===== config.mk =====
export PLATFORM = sky130hd
export DESIGN_NAME = csa_resolver
export DESIGN_NICKNAME = d
export VERILOG_FILES = /design/src/rtl/csa_resolver.sv
export SDC_FILE = /design/constraint.sdc
export NUM_CORES = 1
export LEC_CHECK = 0
export ABC_AREA = 1
export CAP_MARGIN = 0
export CORE_MARGIN = 1.5
export CORE_UTILIZATION = 27
export CTS_CLUSTER_SIZE = 28
export DETAILED_ROUTE_END_ITERATION = 16
export PLACE_DENSITY = 0.48
export SKIP_CTS_REPAIR_TIMING = 1
export SYNTH_ARGS = -nofsm -noshare
export SYNTH_HDL_FRONTEND = slang
export SYNTH_SLANG_ARGS = --single-unit

===== constraint.sdc =====
create_clock -name clk -period 4.8 [get_ports clk]
set_input_delay 0.48 -clock clk [delete_from_list [all_inputs] [get_ports clk]]
set_output_delay 0.48 -clock clk [all_outputs]
set_load 0.01 [all_outputs]

===== src/rtl/csa_resolver.sv =====
// rtl/csa_resolver.sv - carry-save pair to binary resolver, one CHUNK-bit slice per clock
//
// Computes Sum_out = S_in + 2*C_in by rippling a (CHUNK+1)-bit add over
// NUM_CHUNKS slices, one slice per cycle.
//
// Ports:
//   clk        rising-edge clock
//   rst        synchronous active-high reset
//   in_valid   S_in/C_in valid
//   in_ready   block can accept a new pair (registered)
//   S_in       carry-save sum vector, BIT_LEN bits
//   C_in       carry-save carry vector, weight 2, BIT_LEN bits
//   out_valid  Sum_out holds a resolved result (registered)
//   out_ready  downstream accepts the result
//   Sum_out    resolved result, BIT_LEN+2 bits

module csa_resolver #(
   parameter int BIT_LEN = 19,
   parameter int CHUNK   = 8
) (
   input  logic               clk,
   input  logic               rst,
   input  logic               in_valid,
   output logic               in_ready,
   input  logic [BIT_LEN-1:0] S_in,
   input  logic [BIT_LEN-1:0] C_in,
   output logic               out_valid,
   input  logic               out_ready,
   output logic [BIT_LEN+1:0] Sum_out
);

   localparam int W          = BIT_LEN + 2;
   localparam int NUM_CHUNKS = (W + CHUNK - 1) / CHUNK;
   localparam int PW         = NUM_CHUNKS * CHUNK;
   localparam int IDX_W      = (NUM_CHUNKS > 1) ? $clog2(NUM_CHUNKS) : 1;
   localparam int PW_W       = $clog2(PW);

   typedef enum logic [1:0] {
      IDLE = 2'd0,
      RUN  = 2'd1,
      DONE = 2'd2
   } state_t;

   state_t            state;
   logic [IDX_W-1:0]  idx;
   logic              carry;
   logic [PW-1:0]     x_reg;
   logic [PW-1:0]     y_reg;
   logic [PW-1:0]     res_reg;

   logic [PW_W-1:0]   base;
   logic [CHUNK-1:0]  x_chunk;
   logic [CHUNK-1:0]  y_chunk;
   logic [CHUNK:0]    slice;
   logic [PW-1:0]     res_next;

   assign base    = PW_W'(int'(idx) * CHUNK);
   assign x_chunk = x_reg[base +: CHUNK];
   assign y_chunk = y_reg[base +: CHUNK];
   assign slice   = {1'b0, x_chunk} + {1'b0, y_chunk} + {{CHUNK{1'b0}}, carry};

   // Result register with the current slice merged in; used both for the
   // running accumulation and for the final Sum_out capture on DONE entry.
   always_comb begin
      res_next = res_reg;
      res_next[base +: CHUNK] = slice[CHUNK-1:0];
   end

   // Padding bits above BIT_LEN+2 are always zero and never reach Sum_out.
   generate
      if (PW > W) begin : g_pad
         logic unused_pad;
         assign unused_pad = ^res_next[PW-1:W];
      end
   endgenerate

   always_ff @(posedge clk) begin
      if (rst) begin
         state     <= IDLE;
         in_ready  <= 1'b0;
         out_valid <= 1'b0;
         Sum_out   <= '0;
         idx       <= '0;
         carry     <= 1'b0;
         x_reg     <= '0;
         y_reg     <= '0;
         res_reg   <= '0;
      end else begin
         case (state)
            IDLE: begin
               in_ready <= 1'b1;
               // Handshake requires the registered in_ready, so the first
               // cycle after reset never accepts.
               if (in_valid && in_ready) begin
                  x_reg    <= PW'(S_in);
                  y_reg    <= PW'({C_in, 1'b0});
                  carry    <= 1'b0;
                  idx      <= '0;
                  in_ready <= 1'b0;
                  state    <= RUN;
               end
            end
            RUN: begin
               res_reg <= res_next;
               carry   <= slice[CHUNK];
               if (idx == IDX_W'(NUM_CHUNKS - 1)) begin
                  // Final carry out is always zero: W bits hold S + 2C exactly.
                  Sum_out   <= res_next[W-1:0];
                  out_valid <= 1'b1;
                  state     <= DONE;
               end else begin
                  idx <= idx + IDX_W'(1);
               end
            end
            DONE: begin
               if (out_ready) begin
                  out_valid <= 1'b0;
                  in_ready  <= 1'b1;
                  state     <= IDLE;
               end
            end
            default: begin
               state     <= IDLE;
               in_ready  <= 1'b0;
               out_valid <= 1'b0;
            end
         endcase
      end
   end

endmodule


==> results of run 1 <==
where the power goes:
group          internal (uW)  switching, uW  leakage [uW]
clock                    404            283      0.000151
combinational            128            199       0.00158
sequential               768           27.3      0.000710
total                   1300            510       0.00244
area by class of cell:
class                   instances  area share [%]
multi-input cells             399            38.1
well taps                     188            4.52
inverters                      76            5.48
repair buffers                 67            12.7
flip-flops and latches         87            33.5
clock inverters                 3           0.288
clock buffers                  13            5.38
kinds of logic after synthesis:
group | Yosys count | synth area share (%)
AND/OR/NAND/NOR | 259 | 25.6
AO/OA/AOI/OAI | 123 | 16.7
buffers and inverters | 107 | 10.8
flip-flops | 87 | 41.7
adder cells (fa/ha/maj) | 14 | 4.55
XOR/XNOR | 3 | 0.629
Yosys cell counts, types with 2 or more instances:
master | n | area (um2)
clkbuf_1 | 11 | 41.3
nor2_1 | 139 | 522
ha_1 | 12 | 150
o31ai_1 | 5 | 37.5
buf_6 | 4 | 45.0
buf_1 | 2 | 7.51
nand2_1 | 75 | 282
buf_2 | 12 | 60.1
o21a_1 | 14 | 105
o21bai_1 | 7 | 52.6
nand3b_1 | 3 | 22.5
a21oi_1 | 16 | 80.1
nand4_1 | 3 | 18.8
xnor2_1 | 2 | 17.5
dfxtp_1 | 87 | 1740
o22ai_1 | 9 | 56.3
inv_1 | 71 | 267
o21ai_0 | 57 | 285
nand3_1 | 34 | 170
o21ai_1 | 12 | 60.1
inv_2 | 4 | 15.0
fa_1 | 2 | 40.0
worst max-delay path, delay by kind of cell, from the launching register on:
| family | cells | cell delay (ns) |
|---|---|---|
| AO/OA/AOI/OAI | 4 | 0.87 |
| XOR/XNOR | 1 | 0.32 |
| adder cells (fa/ha/maj) | 2 | 0.62 |
| buffers and inverters | 3 | 0.62 |
| flip-flops | 1 | 0.71 |
routing by layer:
layer / vias to the layer above / share of wire, % / routed length [um]
met3: 16 / 4.4 / 478
li1: 1973 / - / -
met1: 1769 / 49 / 5360
met2: 80 / 44 / 4840
met5: - / 0 / 0
met4: 0 / 2.3 / 256
metrics by stage:
stage                     cell area (um2)  power, uW  worst slack, ns  cells  hold WS (ns)
final                                5210       1810             1.54    833         0.494
after global routing                 5210       1920             1.17    833         0.550
after CTS                            5210       1840             1.58    833         0.497
after detailed placement             4910       1140             1.60    817         0.486
after global placement               4910       1130             1.70    817         0.492
after floorplan                      4180       1030             2.43    593         0.472
path summary, 6_finish.rpt:
check / startpoint / to / slack [ns] / depth (start not counted)
worst max register to register: idx[0] / res_reg[2] / 1.54 / 10
worst min-delay path: in_ready / in_ready / 0.49 / 2
worst min register to register: in_ready / in_ready / 0.49 / 2
worst max-delay path: idx[0] / res_reg[2] / 1.54 / 10
==> run_results.csv, run 1 <==
group,metric,value,unit
sta,hold_viol_final,0,
critical_path,critPathLaunchType,"flop",
yosys,synth_fp_nets,649,
route,wl_per_cell,13.1,um
layout,area_delta_synth_final,24.6,%
critical_path,crit_top_cell,"inv_1",
clock_tree,cts_tree,"built",
power,power_density,348,nW/um2
sta,tightest_slew,0.686,ns
clock_tree,cts_buffers,9,
power,p_leak,0.00244,uW
die,die_area,16200,um2
yosys,ys_seq_area_share,41.7,%
layout,n_antenna_cell,0,
die,start_util,27.6,%
yosys,synthFlopType,"dfxtp_1",
critical_path,worstSetupPathType,"flop to flop",
global_route,grt_start_max_net_pins,43,
global_route,grt_pass1_wl,18500,um
sta,setup_viol,0,
sta,grt_setup_unrepaired,"no",
critical_path,crit_required,5.04,ns
die,row_count,45,
yosys,synth_edf_count,0,
yosys,synth_area,4180,um2
sta,tns,0,ns
sta,max_freq,0.306,GHz
critical_path,cp_max_fo,23,
route,first_pass_iters,5,
route,vias,3838,
global_route,grtUsageMet3,3.35,%
layout,nFillCells,1632,
clock_tree,cts_root_buf,"clkbuf_16",
yosys,ys_ff_latch,87,
yosys,syn_avg_cell_area,7.05,um2
critical_path,cp-end-kind,"flop",
place,hpwl,7750,um
global_route,top_usage_layer,"met2",
route,drt.antenna.violating_nets,0,
global_route,grt_use_met2,23.2,%
hold_path,hp-class,"flop to flop",
layout,final_cell_mix,"139 x nor2_1, 87 x dfxtp_1, 75 x nand2_1",
flow_run,drv_cap,0,
die,ios,65,
clock_tree,cts.sinks,87,
route,wl,10900,um
place,io_buffer_count,64,
die,core,15100,um2
place,place_congestion,0.782,
layout,nets,696,
global_route,use_met1,18.5,%
die,die_h,127,um
die,fp.dieW,127,um
clock_tree,htree_num_levels,3,
sta,post-route-period-util,68.0,%
yosys,synth_cell_type_count,34,
layout,drive_above_1_share,4.34,%
route,viasPerCell,4.61,
global_route,gr-total-overflow,0,
route,drc,0,
sta,finalCriticalPeriod,3.26,ns
critical_path,worstPathArrival,3.51,ns
global_route,grt_pass1_vias,3784,
power,vdd_drop_max,182,uV
layout,regArea,1740,um2
global_route,track_usage,14.4,%
clock_tree,clockBufferDepth,2,
route,drt_iter0_drc,212,
global_route,grt_antenna_before_repair,0,
clock_tree,clk_pin_slew_worst_paths,0.06,ns
yosys,yosysWarnings,0,
yosys,async_flop_share,0,%
layout,final_util,34.4,%
critical_path,crit_chain,"inv_1 -> o21ai_0 -> a2bb2oi_1 -> fa_1 -> inv_1 -> fa_1 -> xnor2_1 -> o22ai_1 -> o21ai_0 -> inv_1",
layout,multi_input_area,1990,um2
critical_path,crit_slowest_cell,"dfxtp_1",
clock_tree,clk_latency,0.35,ns
layout,final_common_cell,"nor2_1",
sta,finalMaxSlewViolations,0,
critical_path,slowest_delay,0.71,ns
yosys,syn_inst,593,
sta,skew,0.00285,ns
sta,maxSlewHeadroom,54.2,%
status,run_status,"finished, final reports clean",
Note: power is estimated with default switching activity, not from simulation.
==> run 2, diff against run 1 <==
- PLACE_DENSITY: 0.48 -> 0.49
- clock period: 4.8 -> 2.75 ns (I/O delays scaled with it)
==> run 2 against run 1 <==
Die area stayed put. Final cell count is 0.84% higher. Flip-flop and latch count stayed put. Non-clock buffer count is 7 higher. Highest routed layer unchanged.
==> run_results.csv, run 2 (synthesis gave the netlist of run 1 again) <==
group,metric,value,unit
critical_path,worstPathArrival,2.68,ns
global_route,track_usage,13.7,%
clock_tree,clockBufferDepth,2,
critical_path,cp-end-kind,"flop",
layout,final_cell_mix,"139 x nor2_1, 87 x dfxtp_1, 75 x nand2_1",
sta,maxSlewHeadroom,60.4,%
place,placed_cell_area,4960,um2
sta,finalMaxSlewViolations,0,
die,core,15100,um2
hold_path,hp-class,"flop to flop",
global_route,gr-total-overflow,0,
sta,tightest_slew,0.593,ns
route,drc,0,
hold_path,hp-start,"in_ready",
flow_run,drv_cap,0,
sta,setup_slack,0.357,ns
sta,max_freq,0.418,GHz
layout,fin_area,5310,um2
status,run_status,"finished, final reports clean",
route,viasPerCell,4.54,
clock_tree,cts.sinks,87,
clock_tree,clk_pin_slew_worst_paths,0.06,ns
global_route,grt_antenna_before_repair,0,
place,io_buffer_count,64,
place,hpwl,7570,um
sta,setup_viol,0,
route,drt_iter0_drc,267,
clock_tree,htree_num_levels,3,
die,die_h,127,um
sta,finalCriticalPeriod,2.39,ns
sta,grt_setup_unrepaired,"no",
power,p_leak,0.00249,uW
die,ios,65,
layout,n_antenna_cell,0,
route,first_pass_iters,4,
route,vias,3813,
sta,skew,0.00657,ns
power,vdd_drop_max,311,uV
global_route,grt_pass1_wl,17500,um
sta,hold_viol_final,0,
die,fp.dieW,127,um
critical_path,cp_max_fo,19,
layout,drive_above_1_share,5.37,%
route,drt.antenna.violating_nets,0,
critical_path,crit_required,3.04,ns
global_route,grt_start_max_net_pins,63,
critical_path,worstSetupPathType,"flop to flop",
place,dp_worst_setup_slack,0.376,ns
clock_tree,cts_root_buf,"clkbuf_16",
layout,nets,703,
place,place_congestion,0.839,
critical_path,setup.worst_path.start,"idx[0]",
die,start_util,27.6,%
die,die_area,16200,um2
layout,final_common_cell,"nor2_1",
layout,regArea,1740,um2
layout,multi_input_area,1990,um2
clock_tree,cts_buffers,9,
die,row_count,45,
clock_tree,clk_latency,0.34,ns
layout,area_delta_synth_final,27.0,%
global_route,grt_pass1_vias,3649,
sta,tns,0,ns
critical_path,r2r_start,"idx[0]",
critical_path,critPathLaunchType,"flop",
sta,post-route-period-util,87.0,%
clock_tree,cts_tree,"built",
power,power_density,627,nW/um2
route,wl,10500,um
route,wl_per_cell,12.5,um
layout,nFillCells,1599,
==> run 2: stage by stage <==
stage          utilization (%)  hold WS, ns  total power [uW]  instances
2_1_floorplan                -        0.410              1800        593
3_3_place_gp              32.8        0.492              1980        824
3_5_place_dp              32.8        0.496              1990        824
4_1_cts                   35.0        0.498              3380        840
5_1_grt                   35.0        0.523              3500        840
6_report                  35.0        0.500              3330        840
==> run 2: area by class of cell <==
cell class                      count  share of cell area [%]
Clock buffer                       12                    5.02
Timing Repair Buffer               74                    13.5
Tap cell                          188                    4.43
Multi-Input combinational cell    399                    37.4
Clock inverter                      4                    1.44
Inverter                           76                    5.38
Sequential cell                    87                    32.8
==> run 2: per-layer routing <==
layer  track usage (%)  vias up  wire [um]
met3              3.60       17        478
met2              22.1       89       4650
li1                  -     1992          -
met1              17.3     1715       5080
met5                 0        -          0
met4              5.95        0        269
==> run 2: path summary, 6_finish.rpt <==
| kind | to | slack, ns | cells past startpoint |
|---|---|---|---|
| worst min-delay path | in_ready | 0.50 | 2 |
| worst max register to register | Sum_out[4] | 0.36 | 14 |
| worst max-delay path | Sum_out[4] | 0.36 | 14 |
| worst min register to register | in_ready | 0.50 | 2 |
==> run 2: power by group <==
group	total [uW]	leakage (uW)	switching, uW	internal [uW]
registers	1380	0.000710	40.2	1340
logic	577	0.00162	347	231
clock network	1370	0.000165	498	871
==> run 2: critical path, stage by stage, from the launching register on <==
cell and delay (ns):
dfxtp_1 0.31, buf_4 0.19, nor2_1 0.19, a22oi_1 0.14
fa_1 0.38, inv_1 0.09, fa_1 0.21, nand2_1 0.06
nand2_1 0.08, nand2_1 0.06, xnor2_1 0.27, nand2_1 0.12
nand3_1 0.11, nand2_1 0.06, inv_1 0.05
==> run 3, diff against run 2 <==
- ABC_CLOCK_PERIOD_IN_PS: not set -> 2750
- CORE_UTILIZATION: 27 -> 49
- PLACE_DENSITY: 0.49 -> 0.79
==> run 3 against run 2 <==
Routed wire length decreased by 7.0%. Highest routed layer unchanged. Final cell count decreased by 10%. Sequential power about the same. Via count increased by 2.0%.
==> run_results.csv, run 3 (synthesis gave the netlist of run 1 again) <==
group,metric,value,unit
sta,tightest_slew,0.586,ns
clock_tree,cts_tree,"built",
layout,nets,702,
critical_path,slowest_delay,0.43,ns
power,total_power,2940,uW
place,dp_worst_setup_slack,0.185,ns
route,drt_iter0_drc,170,
sta,max_freq,0.398,GHz
critical_path,cp_max_fo,10,
critical_path,crit_required,3.02,ns
layout,final_cell_mix,"138 x nor2_1, 86 x dfxtp_1, 75 x nand2_1",
critical_path,reg2reg_to,"Sum_out[6]",
layout,final_common_cell,"nor2_1",
die,die_area,9090,um2
sta,maxSlewHeadroom,60.9,%
die,ios,65,
critical_path,critPathLaunchType,"flop",
layout,final_util,61.5,%
place,place_congestion,0.900,
sta,finalCriticalPeriod,2.51,ns
critical_path,crit_family,"simple AND/OR/NAND/NOR gates",
die,die_h,95.4,um
clock_tree,cts_buffers,9,
clock_tree,clk_pin_slew_worst_paths,0.08,ns
critical_path,cp.depth,15,
route,viasPerCell,5.16,
die,row_count,33,
global_route,gr-total-overflow,0,
sta,post-route-period-util,91.3,%
critical_path,cp-endpoint,"Sum_out[6]",
die,core,8260,um2
sta,whs,0.496,ns
critical_path,worstSetupPathType,"flop to flop",
layout,n_antenna_cell,0,
route,drc,0,
route,vias,3889,
flow_run,drv_cap,0,
route,wl_per_cell,12.9,um
critical_path,reg2reg_slack,0.24,ns
critical_path,worstPathArrival,2.78,ns
clock_tree,cts.sinks,87,
critical_path,setup.worst_path.start,"idx[1]",
sta,skew,0.0100,ns
critical_path,cp-end-kind,"flop",
layout,drive_above_1_share,5.55,%
global_route,grt_antenna_before_repair,0,
clock_tree,cts_root_buf,"clkbuf_8",
sta,setup_slack,0.239,ns
global_route,grt_pass1_wl,16000,um
clock_tree,htree_num_levels,3,
critical_path,crit_top_cell,"nand2_1",
route,first_pass_iters,6,
critical_path,reg2reg_depth,15,
route,drt.antenna.violating_nets,0,
hold_path,hp-start,"S_in[2]",
critical_path,crit_slowest_cell,"dfxtp_2",
global_route,grt_start_max_net_pins,63,
sta,setup_viol,0,
critical_path,r2r_start,"idx[1]",
power,power_density,578,nW/um2
hold_path,hp-class,"input port to flop",
sta,finalMaxSlewViolations,0,
layout,area_delta_synth_final,21.6,%
route,wl,9750,um
place,io_buffer_count,64,
global_route,grt_pass1_vias,3581,
critical_path,crit_buf_inv,3,
status,run_status,"finished, final reports clean",
critical_path,crit_chain,"inv_1 -> nor2_2 -> a22oi_1 -> fa_1 -> inv_1 -> fa_1 -> nand2_1 -> nand2_1 -> nand3b_1 -> nand2_1 -> nand2_1 -> nand3_1 -> nand3_1 -> nand2_1 -> inv_1",
power,vdd_drop_max,315,uV
die,fp.dieW,95.4,um
place,hpwl,6710,um
die,start_util,50.6,%
global_route,track_usage,22.6,%
clock_tree,clockBufferDepth,2,
clock_tree,clk_latency,0.36,ns
sta,hold_viol_final,0,
place,dp_cells,740,
layout,stdcell_count,754,
power,p_leak,0.00244,uW
run 3: cell count changes in the layout (fill, tap and decap cells not counted):
| cell | before | now |
|---|---|---|
| clkbuf_16 | 9 | 0 |
| clkbuf_8 | 3 | 10 |
| xnor2_1 | 2 | 0 |
| xnor2_2 | 0 | 2 |
| buf_4 | 10 | 9 |
| clkbuf_1 | 0 | 1 |
| clkinvlp_4 | 1 | 0 |
| dfxtp_1 | 87 | 86 |
| dfxtp_2 | 0 | 1 |
| inv_1 | 71 | 70 |
| inv_2 | 4 | 5 |
| nor2_1 | 139 | 138 |
| nor2_2 | 1 | 2 |
run 3: worst min path at each step:
stage / to / depth (start not counted)
floorplan: x_reg[0] / 2
global placement: in_ready / 2
detailed placement: y_reg[10] / 2
CTS: y_reg[4] / 3
global route: y_reg[15] / 3
finish: x_reg[2] / 3
run 3: layout make-up:
class                           instances  area, um2
Sequential cell                        87       1740
Clock buffer                           11        141
Tap cell                              105        131
Inverter                               76        285
Multi-Input combinational cell        399       2000
Fill cell                             741       3180
Timing Repair Buffer                   73        708
Clock inverter                          3       68.8
run 3: per-layer routing:
metal | vias to the layer above | routed length [um] | global-route usage [%] | share of wire (%)
li1 | 1988 | - | - | -
met1 | 1743 | 4410 | 28.7 | 45
met2 | 130 | 4550 | 36.6 | 47
met3 | 28 | 509 | 4.63 | 5.2
met4 | 0 | 270 | 10.4 | 2.8
met5 | - | 0 | 0 | 0
run 3: worst min-delay path, delay by kind of cell:
| kind | cells | cell delay (ns) |
|---|---|---|
| AND/OR/NAND/NOR | 2 | 0.15 |
| buffers and inverters | 1 | 0.40 |
run 3: power breakdown:
part,internal (uW),leakage (uW),switching (uW),total (uW)
logic,238,0.00162,353,590
registers,1340,0.000710,41.7,1380
clock network,529,0.000105,438,966
total,2110,0.00244,832,2940
run 3: stage by stage:
step / cell area, um2 / setup TNS, ns
2_1_floorplan: 4180 / 0
3_3_place_gp: 4850 / 0
3_5_place_dp: 4850 / 0
4_1_cts: 5060 / 0
5_1_grt: 5080 / -0.00202
6_report: 5080 / 0
